File: src/rtl/fifo_pkg.sv
// fifo_pkg: shared defaults and width helpers for the fifo slice
package fifo_pkg;
  localparam int default_length = 8;
  localparam int default_bit_width = 8;
  function automatic int level_width(input int n);
    return $clog2(n + 1);
  endfunction
  function automatic int ptr_width(input int n);
    return n > 1 ? $clog2(n) : 1;
  endfunction
endpackage

File: src/rtl/fifo_if.sv
// fifo_if: producer/consumer handshake bundle for the fifo
interface fifo_if
  import fifo_pkg::*;
#(
  parameter int length = default_length,
  parameter int bit_width = default_bit_width
);
  localparam int lw = level_width(length);
  logic write;
  logic [bit_width-1:0] write_data;
  logic read;
  logic [bit_width-1:0] read_data;
  logic read_valid;
  logic full;
  logic empty;
  logic [lw-1:0] level;
  logic overflow;
  logic underflow;
  modport master (
    output write, write_data, read,
    input read_data, read_valid, full, empty, level, overflow, underflow
  );
  modport slave (
    input write, write_data, read,
    output read_data, read_valid, full, empty, level, overflow, underflow
  );
endinterface

File: src/rtl/fifo_mem.sv
// fifo_mem: register array with one write port and one registered read port
module fifo_mem
  import fifo_pkg::*;
#(
  parameter int length = default_length,
  parameter int bit_width = default_bit_width,
  parameter int pw = ptr_width(length)
) (
  input  logic clk,
  input  logic rst,
  input  logic we,
  input  logic [pw-1:0] waddr,
  input  logic [bit_width-1:0] wdata,
  input  logic re,
  input  logic [pw-1:0] raddr,
  output logic [bit_width-1:0] rdata
);
  logic [bit_width-1:0] mem [length];
  always_ff @(posedge clk)
    if (we) mem[waddr] <= wdata;
  always_ff @(posedge clk or negedge rst)
    if (!rst) rdata <= '0;
    else if (re) rdata <= mem[raddr];
endmodule

File: src/rtl/fifo.sv
// fifo: single-clock fifo with level, full/empty and drop-pulse flags
module fifo
  import fifo_pkg::*;
#(
  parameter int length = default_length,
  parameter int bit_width = default_bit_width
) (
  input logic clk,
  input logic rst,
  fifo_if.slave bus
);
  localparam int pw = ptr_width(length);
  localparam int lw = level_width(length);
  localparam logic [pw-1:0] last = pw'(length - 1);
  localparam logic [lw-1:0] cap = lw'(length);
  logic [pw-1:0] wptr, rptr;
  logic [lw-1:0] level;
  logic read_accept, write_accept;
  // a pop frees a slot in the same edge, so a full fifo still takes a write alongside a read
  always_comb begin
    read_accept = bus.read & ~bus.empty;
    write_accept = bus.write & (~bus.full | read_accept);
  end
  always_ff @(posedge clk or negedge rst)
    if (!rst) begin
      wptr <= '0;
      rptr <= '0;
      level <= '0;
      bus.read_valid <= 1'b0;
      bus.overflow <= 1'b0;
      bus.underflow <= 1'b0;
    end else begin
      if (write_accept) wptr <= wptr == last ? '0 : wptr + 1'b1;
      if (read_accept) rptr <= rptr == last ? '0 : rptr + 1'b1;
      level <= level + lw'(write_accept) - lw'(read_accept);
      bus.read_valid <= read_accept;
      bus.overflow <= bus.write & ~write_accept;
      bus.underflow <= bus.read & ~read_accept;
    end
  assign bus.level = level;
  assign bus.full = level == cap;
  assign bus.empty = level == '0;
  fifo_mem #(.length(length), .bit_width(bit_width), .pw(pw)) u_mem (
    .clk(clk),
    .rst(rst),
    .we(write_accept),
    .waddr(wptr),
    .wdata(bus.write_data),
    .re(read_accept),
    .raddr(rptr),
    .rdata(bus.read_data)
  );
endmodule

File: src/flat_wrapper.sv
// flat-port wrapper written by rule: the top's interface ports become plain ports
module fifo_flat import fifo_pkg::*;
#(
  parameter int length = default_length,
  parameter int bit_width = default_bit_width
)
  (clk, rst, bus_write, bus_write_data, bus_read, bus_read_data, bus_read_valid, bus_full, bus_empty, bus_level, bus_overflow, bus_underflow);
  fifo_if #(.length(length), .bit_width(bit_width)) bus_i ();
  input logic clk;
  input logic rst;
  input wire logic [$bits(bus_i.write)-1:0] bus_write;
  input wire logic [$bits(bus_i.write_data)-1:0] bus_write_data;
  input wire logic [$bits(bus_i.read)-1:0] bus_read;
  output wire logic [$bits(bus_i.read_data)-1:0] bus_read_data;
  output wire logic [$bits(bus_i.read_valid)-1:0] bus_read_valid;
  output wire logic [$bits(bus_i.full)-1:0] bus_full;
  output wire logic [$bits(bus_i.empty)-1:0] bus_empty;
  output wire logic [$bits(bus_i.level)-1:0] bus_level;
  output wire logic [$bits(bus_i.overflow)-1:0] bus_overflow;
  output wire logic [$bits(bus_i.underflow)-1:0] bus_underflow;
  assign bus_i.write = bus_write;
  assign bus_i.write_data = bus_write_data;
  assign bus_i.read = bus_read;
  assign bus_read_data = bus_i.read_data;
  assign bus_read_valid = bus_i.read_valid;
  assign bus_full = bus_i.full;
  assign bus_empty = bus_i.empty;
  assign bus_level = bus_i.level;
  assign bus_overflow = bus_i.overflow;
  assign bus_underflow = bus_i.underflow;
  fifo #(.length(length), .bit_width(bit_width)) u_core (.clk(clk), .rst(rst), .bus(bus_i));
endmodule
File: config.mk
export PLATFORM = sky130hd
export DESIGN_NAME = fifo_flat
export DESIGN_NICKNAME = d
export VERILOG_FILES = /design/src/rtl/fifo_pkg.sv /design/src/rtl/fifo_if.sv /design/src/rtl/fifo_mem.sv /design/src/rtl/fifo.sv /design/src/flat_wrapper.sv
export SDC_FILE = /design/constraint.sdc
export NUM_CORES = 1
export LEC_CHECK = 0
export ABC_AREA = 0
export CAP_MARGIN = 20
export CORE_UTILIZATION = 52
export CTS_CLUSTER_SIZE = 10
export DETAILED_ROUTE_END_ITERATION = 7
export GPL_ROUTABILITY_DRIVEN = 0
export PLACE_DENSITY = 0.75
export SLEW_MARGIN = 15
export SYNTH_ARGS = -nofsm -noshare
export SYNTH_HDL_FRONTEND = slang
export SYNTH_SLANG_ARGS = --single-unit
File: constraint.sdc
create_clock -name clk -period 2.45 [get_ports clk]
set_input_delay 0.245 -clock clk [delete_from_list [all_inputs] [get_ports clk]]
set_output_delay 0.245 -clock clk [all_outputs]
set_load 0.05 [all_outputs]
After elaboration in Yosys (flattened, before gate mapping)
Memories as Yosys holds them, arrays and structs flattened. A register that Yosys moved wholly into a read port is not among the register bits.
Index checks and enable logic that the tools add are counted.
W data, S select, Z words.
{ "op_classes": {"addsub": 4, "n_mul": 0, "div": 0, "n_lt_le_gt_ge": 0, "eq_ne": 3, "shift": 0, "n_mux": 4, "n_bitwise": 9, "reduce_logical": 2} }
{ "ops": {"columns": ["cell", "n"], "rows": [
  ["$add A3 B1 Y3 const B", 2],
  ["$eq A3 B3 Y1 const B", 2],
  ["$mux W3", 2],
  ["$add A4 B1 Y4", 1],
  ["$and A1 B1 Y1", 4],
  ["$eq A4 B4 Y1 const B", 1],
  ["$logic_not A4 Y1", 1],
  ["$not A1 Y1", 4],
  ["$sub A4 B1 Y4", 1],
  ["$mux W1", 2],
  ["$logic_not A1 Y1", 1],
  ["$or A1 B1 Y1", 1]
]} }
{ "word_totals": {"register_bits": 13, "latch_bits": 0, "ramBits": 64, "romBits": 0, "in_bits": 12, "out_inout_bits": 17, "word_cells": 29, "memories": 1} }
{ "memory_table": {"columns": ["name", "depth", "width", "rd", "rd_clocked_by_memory_dff", "write_ports", "line_no", "source"], "rows": [
  ["u_core.u_mem.mem", 8, 8, 1, 1, 1, "fifo_mem.sv:18", "logic [bit_width-1:0] mem [length];"]
]} }

Longest topological paths before layout
Gate-level depths: netlist (run 1).
{ "depth": {"ltp_word": 7, "ltp_mapped": 12, "ltp_nobuf": 11} }

Cells and area by module
From an unflattened synthesis (run 1), not the netlist that was laid out.
{ "hier_totals": {"cells_unflattened": 224, "area_unflattened_um2": 3545.9} }
{ "modules_own_cells": {"columns": ["mod", "n_inst", "cells_per_inst", "area_each_um2", "seq_area_each_um2"], "rows": [
  ["fifo_mem", 1, 169, 2861.5, 2122.0],
  ["fifo", 1, 55, 684.4, 325.3]
]} }

Worst setup path before layout (run 1)
OpenSTA, ideal clock, no wires.
{ "synth_path": {"path_type": "reg2reg", "from": "register u_core.level[2], in the netlist u_core.bus.level[2]", "to": "register u_core.level[2], in the netlist u_core.bus.level[2]", "setup_time_ns": 0.123, "arrival_time_ns": 2.511, "slack_ns": -0.184, "path_stages_with_launch": 13, "n_path_buf": 1, "period_less_slack_ns": 2.634, "path_cell_list": "dfrtp_1 inv_1 ha_1 nor3b_1 nand2b_1 buf_2 inv_1 ha_1 inv_1 ha_1 inv_1 fa_1 xnor2_1"} }
{ "synth_between": {"elab_chain_cells": 7, "word_cells_on_any_way": 9, "cone_classes": "add/sub (2); eq/ne (1); bitwise (5); reduce/logical (1)"} }
{ "synth_rtl": {"columns": ["item", "line_no", "source"], "rows": [
  ["start, declared", "fifo.sv:17", "logic [lw-1:0] level;"],
  ["start signal, assigned", "fifo.sv:35", "level <= level + lw'(write_accept) - lw'(read_accept);"],
  ["$logic_not A4 Y1 (*)", "fifo.sv:42", "assign bus.empty = level == '0;"],
  ["$not A1 Y1 (*)", "fifo.sv:21", "read_accept = bus.read & ~bus.empty;"],
  ["$and A1 B1 Y1 (*)", "fifo.sv:21", null],
  ["via u_core.read_accept", "fifo.sv:18", "logic read_accept, write_accept;"],
  ["$or A1 B1 Y1", "fifo.sv:22", "write_accept = bus.write & (~bus.full | read_accept);"],
  ["$and A1 B1 Y1", "fifo.sv:22", null],
  ["$add A4 B1 Y4", "fifo.sv:35", null],
  ["$sub A4 B1 Y4 (*)", "fifo.sv:35", null]
]} }
Mark *: on every way through the listed nets, which the timed path passes. The rest lies on a longest branch.
A chain may end at the register's enable or synchronous reset.

Worst setup path after layout (run 1)
Ends and elaborated chain as after synthesis.

==> flow_summary_export.csv, run 1 <==
group,metric,value,unit
status,run_status,"finished, violations left",
status,violations,"design-rule violations",
global_route,grt_usage,0.2094,
yosys,synthDistinctLibCells,35,
final_layout,nFillCells,469,
timing,finalClockSkew,7.719,ps
pwr,powerDensity,1253,mW/mm2
drt,ant_nets,0,
critical_path,endpoint_kind,"flop",
critical_path,critPathMaxFanout,3,
global_route,grt_max_degree,36,
pwr,power_leakage,1.600,nW
timing,min_period_over_period,0.9261,
clock_tree,cts_resized,0,
pwr,finalPower,5.231,mW
timing,finalHoldViolations,0,
global_route,grt_pass1_vias,2005,
global_route,met1_usage,0.2717,
yosys,syn_area,0.003520,mm2
global_route,use_met2,0.3390,
die,coreArea,0.006459,mm2
timing,rsz0062_at_grt,"false",
drt,routed_wl,6541,um
timing,period_needed,2269,ps
yosys,synthFlopType,"edfxtp_1",
pwr,p_int,3.325,mW
pwr,power_frac_seq,0.396,
yosys,synth_edf_count,64,
yosys,syn_avg_cell_area,16.15,um2
clock_tree,clock_sinks,85,
pwr,comb_power_share,0.397,
final_layout,syn_to_final_growth,18.63,%
die,start_util,0.5449,
die,fp.dieH,84.27,um
critical_path,cp.arrival,2510,ps
pwr,pwr-share-clk,0.207,
timing,slew_viol_final,0,
critical_path,path_class,"reg -> reg",
die,rows,29,
place,place_hpwl,4143,um
die,boundaryPins,29,
clock_tree,ctsHoldBuffers,0,
clock_tree,clk_latency,350,ps
place,placed_cell_area,0.003954,mm2
critical_path,startpoint_type,"flop",
global_route,grt_overflow_total,0,
drt,via_per_inst,5.657,
clock_tree,cts_buffer_depth,2,
critical_path,rrSetupSlack,180,ps
drt,dr_total_vias,1946,
drt,drc,3,
yosys,ys_seq_elements,85,
die,die_x,84.27,um
clock_tree,clockRootBuffer,"clkbuf_8",
pwr,switching_share,0.3643,
final_layout,post_route_cells_drive_above_1_share,0.2172,
clock_tree,h-tree-depth,3,
timing,hold_ws,236.8,ps
die,dieArea,0.007101,mm2
drt,wire_per_inst,19.01,um
clock_tree,clkTransAtPathRegs,90,ps
global_route,global_route.usage.met3,0.03933,
final_layout,diodes,0,
yosys,synth-async-reset-ratio,0.2471,
final_layout,ff_latch_area,0.002450,mm2
clock_tree,post_cts_buffers,0,
timing,fmax,440.7,MHz
yosys,yosysWarningCount,0,
place,io_buffer_count,28,
global_route,grt_pass1_wl,10540,um
timing,setup_tns,0,ps
final_layout,final_cell_area,0.004175,mm2
clock_tree,cts_buffers,9,
final_layout,utilization,0.6465,
critical_path,r2r_start,"u_core.bus.level[2]",
yosys,syn_nets,241,
yosys,syn_inst,218,
clock_tree,cts_tree,"built",
final_layout,nets,285,
timing,worstMarginPinSlew,751.0,ps
timing,slew_headroom,0.4983,
timing,setup_viol,0,
pwr,ir_worst_vdd,0.0006839,V
drt,drt_iter0_drc,146,
critical_path,required,2690,ps
hold_path,hold_class,"in -> async",
global_route,antenna_found_initial,0,
global_route,grt_busiest_layer,"met2",
final_layout,multi_input_area,982.2,um2
yosys,ys_seq_area_frac,0.6953,
job,cap_violations,0,
pwr,power.switching,1.906,mW
critical_path,r2r_end,"u_core.bus.level[2]",
drt,firstDrtPassIters,6,
critical_path,r2r.worst_path.cells,11,
stage by stage:
stage	setup WS, ps	cells
CTS	160.1	344
global route	44.16	344
detailed placement	167.8	328
finish	181.1	344
global placement	270.4	328
floorplan	1.820	218
power groups by stage:
| stage | logic (mW) | registers, mW | clock network, mW |
|---|---|---|---|
| 2_1_floorplan | 1.14 | 2.44 | 0 |
| 3_3_place_gp | 2.06 | 2.09 | 0 |
| 3_5_place_dp | 2.09 | 2.11 | 0 |
| 4_1_cts | 2.10 | 2.08 | 1.10 |
| 5_1_grt | 2.26 | 2.12 | 1.16 |
| 6_report | 2.07 | 2.07 | 1.09 |
layout by cell type, fill, tap and decap left out, drive strengths merged, types with 2 or more instances in the layout:
master,count
clkbuf,9
mux2,21
dfrtp,21
o21ai,9
nor2,5
a22o,8
nor2b,3
inv,15
o31ai,8
clkinv,3
ha,10
clkdlybuf4s50,26
buf,15
o22ai,8
nand2,2
bufinv,2
edfxtp,64
mux2i,16
nand2b,4
nor3,4
registers in the layout (all words and copies together), names as in the netlist:
name	count
u_core.rptr	3
u_core.bus.overflow	1
u_core.bus.underflow	1
u_core.u_mem.mem	64
u_core.u_mem.rdata	8
u_core.bus.level	4
u_core.bus.read_valid	1
u_core.wptr	3
cells by family (layout without fill, tap and decap cells):
logic type | count (synthesis) | in the layout | synth area share
muxes | 37 | 37 | 0.1148
and+or+nand+nor | 23 | 23 | 0.03627
buffers and inverters | 22 | 71 | 0.02915
DFF | 85 | 85 | 0.6953
xor gates and xnor gates | 2 | 2 | 0.004978
AOI/OAI and AO/OA | 38 | 38 | 0.07821
adders and majority gates | 11 | 11 | 0.04124
cell usage after synthesis, drive strengths merged (2+ instances only):
library cell / instances / area (um2)
edfxtp: 64 / 1922
a22o: 8 / 70.07
nor2b: 3 / 18.77
o31ai: 8 / 60.06
nand2: 2 / 7.510
mux2i: 16 / 160.2
o22ai: 8 / 50.05
dfrtp: 21 / 525.5
nand2b: 4 / 25.02
o21ai: 9 / 56.31
nor2: 5 / 18.77
inv: 14 / 52.55
buf: 6 / 42.53
mux2: 21 / 244.0
clkbuf: 2 / 7.510
ha: 10 / 125.1
nor3: 4 / 20.02
cell type report:
type / instances / area share
timing repair buffer: 41 / 0.08930
inverter: 14 / 0.01259
clock inverter: 7 / 0.02337
tap: 77 / 0.02307
sequential: 85 / 0.5868
multi-input combinational: 111 / 0.2352
clock buffer: 9 / 0.02967
worst max-delay path, cell delays in order, from the launching register on:
cell and delay [ps]:
dfrtp_2 400, inv_1 100, ha_1 180, nor3b_2 220, nand2b_4 160, inv_1 60
ha_1 270, inv_1 60, ha_1 160, inv_1 50, fa_1 370, xnor2_1 130
metal layers:
metal,up-vias,share of wire,routed length (um)
met5,-,0,0
met4,0,0.019,125
met3,11,0.046,300
met2,51,0.49,3225
met1,971,0.44,2890
li1,913,-,-
worst max path at each step:
stage                                      to                 from  cells after the start
after global placement    u_core.bus.level[2]             bus_read                      8
after detailed placement  u_core.bus.level[2]  u_core.bus.level[2]                     11
after floorplan           u_core.bus.level[2]  u_core.bus.level[2]                     12
after CTS                 u_core.bus.level[2]  u_core.bus.level[2]                     11
after global routing      u_core.bus.level[3]  u_core.bus.level[2]                      9
final                     u_core.bus.level[2]  u_core.bus.level[2]                     11
Power figures use the tool's default switching activity.
==> run 2, diff against run 1 <==
--- a/config.mk
+++ b/config.mk
@@ -7,12 +7,15 @@
 export LEC_CHECK = 0
 export ABC_AREA = 0
 export CAP_MARGIN = 20
-export CORE_UTILIZATION = 52
+export CELL_PAD_IN_SITES_DETAIL_PLACEMENT = 1
+export CELL_PAD_IN_SITES_GLOBAL_PLACEMENT = 1
+export CORE_UTILIZATION = 44
 export CTS_CLUSTER_SIZE = 10
 export DETAILED_ROUTE_END_ITERATION = 7
 export GPL_ROUTABILITY_DRIVEN = 0
-export PLACE_DENSITY = 0.75
+export PLACE_DENSITY_LB_ADDON = 0.1
 export SLEW_MARGIN = 15
 export SYNTH_ARGS = -nofsm -noshare
 export SYNTH_HDL_FRONTEND = slang
+export SYNTH_HIERARCHICAL = 1
 export SYNTH_SLANG_ARGS = --single-unit
==> run 2 against run 1 <==
The flow now finishes without violations; final cell count is 9.3% higher; core utilization fell by 10 points; first-iteration DRC count down 47%; via count is 0.77% lower; hold slack improved by 12 ps; combinational power is essentially flat; clock-buffer cell count is 1 higher; register-to-register slack gained 99 ps.
==> flow_summary_export.csv, run 2 <==
group,metric,value,unit
final_layout,mostFrequentLayoutCell,"edfxtp_1",
clock_tree,clock_sinks,85,
final_layout,reg.largest.list,"u_core/u_mem/mem (64), u_core/u_mem/rdata (8), u_core/bus.level (4)",
final_layout,nets,291,
yosys,synthDistinctLibCells,34,
yosys,synthFlopType,"edfxtp_1",
yosys,syn_area,0.003546,mm2
final_layout,nFillCells,760,
die,coreArea,0.007767,mm2
yosys,synthTopCellsByArea,"edfxtp_1, dfrtp_1, mux2i_1",
yosys,syn_inst,224,
clock_tree,post_cts_buffers,0,
global_route,met1_usage,0.2649,
drt,via_per_inst,5.136,
timing,min_period_over_period,0.9364,
pwr,power_frac_seq,0.406,
pwr,switching_share,0.3671,
final_layout,layout_common_cells,"edfxtp_1, clkdlybuf4s50_1, mux2i_1",
die,fp.dieH,91.77,um
critical_path,required,2200,ps
drt,drc,0,
global_route,use_met2,0.2619,
yosys,ys_seq_area_frac,0.6902,
critical_path,cp.arrival,2050,ps
pwr,power.switching,1.937,mW
die,dieArea,0.008422,mm2
clock_tree,cts_resized,0,
die,boundaryPins,29,
timing,setup_viol,0,
global_route,grt_pass1_vias,1999,
timing,hold_ws,248.9,ps
final_layout,diodes,0,
critical_path,endpoint_kind,"primary output",
yosys,syn_avg_cell_area,15.83,um2
critical_path,startpoint_type,"flop",
critical_path,critPathMaxFanout,3,
critical_path,path_class,"reg -> out",
pwr,finalPower,5.275,mW
status,run_status,"finished clean",
final_layout,utilization,0.5462,
clock_tree,ctsHoldBuffers,0,
timing,worstMarginPinSlew,865.4,ps
pwr,powerDensity,1243,mW/mm2
final_layout,syn_to_final_growth,19.65,%
clock_tree,cts_buffer_depth,2,
yosys,yosys.area.top_type,"edfxtp_1",
job,cap_violations,0,
timing,final.setup.worst_slack,155.7,ps
timing,fmax,435.9,MHz
final_layout,post_route_cells_drive_above_1_share,0.1752,
die,rows,32,
clock_tree,cts_tree,"built",
yosys,yosysTopAreaCellShare,0.5420,
final_layout,top_register,"u_core/u_mem/mem",
yosys,synth_common_cells,"edfxtp_1, mux2i_1, dfrtp_1",
pwr,comb_power_share,0.392,
timing,slew_viol_final,0,
critical_path,cpPeakStageDelay,840,ps
place,io_buffer_count,28,
timing,period_needed,2294,ps
pwr,ir_worst_vdd,0.0004824,V
yosys,synth-async-reset-ratio,0.2471,
global_route,grt_busiest_layer,"met1",
die,start_util,0.4565,
timing,rsz0062_at_grt,"false",
timing,slew_headroom,0.4210,
drt,dr_total_vias,1931,
global_route,grt_pass1_wl,10820,um
yosys,synth_edf_count,64,
pwr,p_int,3.339,mW
global_route,grt_max_degree,27,
drt,firstDrtPassIters,4,
final_layout,multi_input_area,0.001007,mm2
hold_path,hold_class,"in -> async",
global_route,antenna_found_initial,0,
place,place_inst,360,
global_route,global_route.usage.met3,0.03068,
drt,routed_wl,6741,um
drt,ant_nets,0,
pwr,power_leakage,1.638,nW
critical_path,cp_slowest_cell,"clkdlybuf4s50_1",
final_layout,ff_latch_area,0.002451,mm2
clock_tree,h-tree-depth,3,
yosys,syn_nets,246,
yosys,ys_seq_elements,85,
place,place_hpwl,4764,um
critical_path,crit_chain,"inv_2 > ha_1 > nor3b_4 > clkdlybuf4s50_1",
final_layout,stdcell_count,376,
clock_tree,clkTransAtPathRegs,90,ps
drt,drt_iter0_drc,77,
pwr,pwr-share-clk,0.202,
clock_tree,clockRootBuffer,"clkbuf_8",
timing,finalHoldViolations,0,
clock_tree,cts_buffers,9,
global_route,grt_usage,0.1773,
yosys,yosysWarningCount,6,
final_layout,largest_register_ffs,64,
drt,wire_per_inst,17.93,um
timing,finalClockSkew,8.554,ps
die,die_x,91.77,um
global_route,grt_overflow_total,0,
place,place_ws,58.81,ps
yosys,synth_most_common_cell,"edfxtp_1",
clock_tree,clk_latency,340,ps
run 2: cells by family after synthesis:
kind of cell,count (synthesis),synth area share
flops,85,0.6902
compound gates,27,0.06740
mux,31,0.08962
buf+inv,18,0.03034
xor+xnor,2,0.004941
simple gates,51,0.08010
fa+ha+maj,10,0.03740
run 2: final timing paths:
| path | cells after the start | slack (ps) | endpoint | from |
|---|---|---|---|---|
| min in group clk | 1 | 580 | u_core/wptr[2] | u_core/wptr[2] |
| hold reg to reg | 1 | 580 | u_core/wptr[2] | u_core/wptr[2] |
| setup reg to reg | 9 | 280 | u_core/bus.level[2] | u_core/bus.level[2] |
| hold / removal | 2 | 250 | u_core/u_mem/rdata[3] | rst |
| setup / recovery | 4 | 160 | bus_empty | u_core/bus.level[2] |
| max in group asynchronous | 2 | 1940 | u_core/bus.level[2] | rst |
run 2: per-stage QoR:
step           area [um2]  setup TNS [ps]
5_1_grt              4243               0
3_3_place_gp         4021               0
2_1_floorplan        3560          -298.8
4_1_cts              4238               0
3_5_place_dp         4021               0
6_report             4243               0
run 2: worst max-delay path, delay by kind of cell, from the launching register on:
family        cells  cell delay [ps]
simple gates      1              220
buf+inv           2              910
flops             1              410
fa+ha+maj         1              180
run 2: power groups by stage:
stage	Sequential [mW]	Combinational (mW)	Clock, mW
finish	2.14	2.07	1.06
global route	2.19	2.24	1.14
CTS	2.15	2.09	1.09
detailed placement	2.18	2.08	0
global placement	2.17	2.04	0
floorplan	2.45	1.15	0
run 2: routing by layer:
layer	vias up	part of all wire
met5	-	0
met4	0	0.0076
met3	4	0.025
met2	28	0.45
met1	969	0.52
li1	930	-
run 2: layout make-up:
cell class | count | share of cell area
repair buffers | 44 | 0.09673
clock buffers | 10 | 0.03008
multi-input cells | 121 | 0.2374
clock inverters | 6 | 0.02094
flip-flops and latches | 85 | 0.5777
inverters | 8 | 0.007078
well taps | 102 | 0.03008
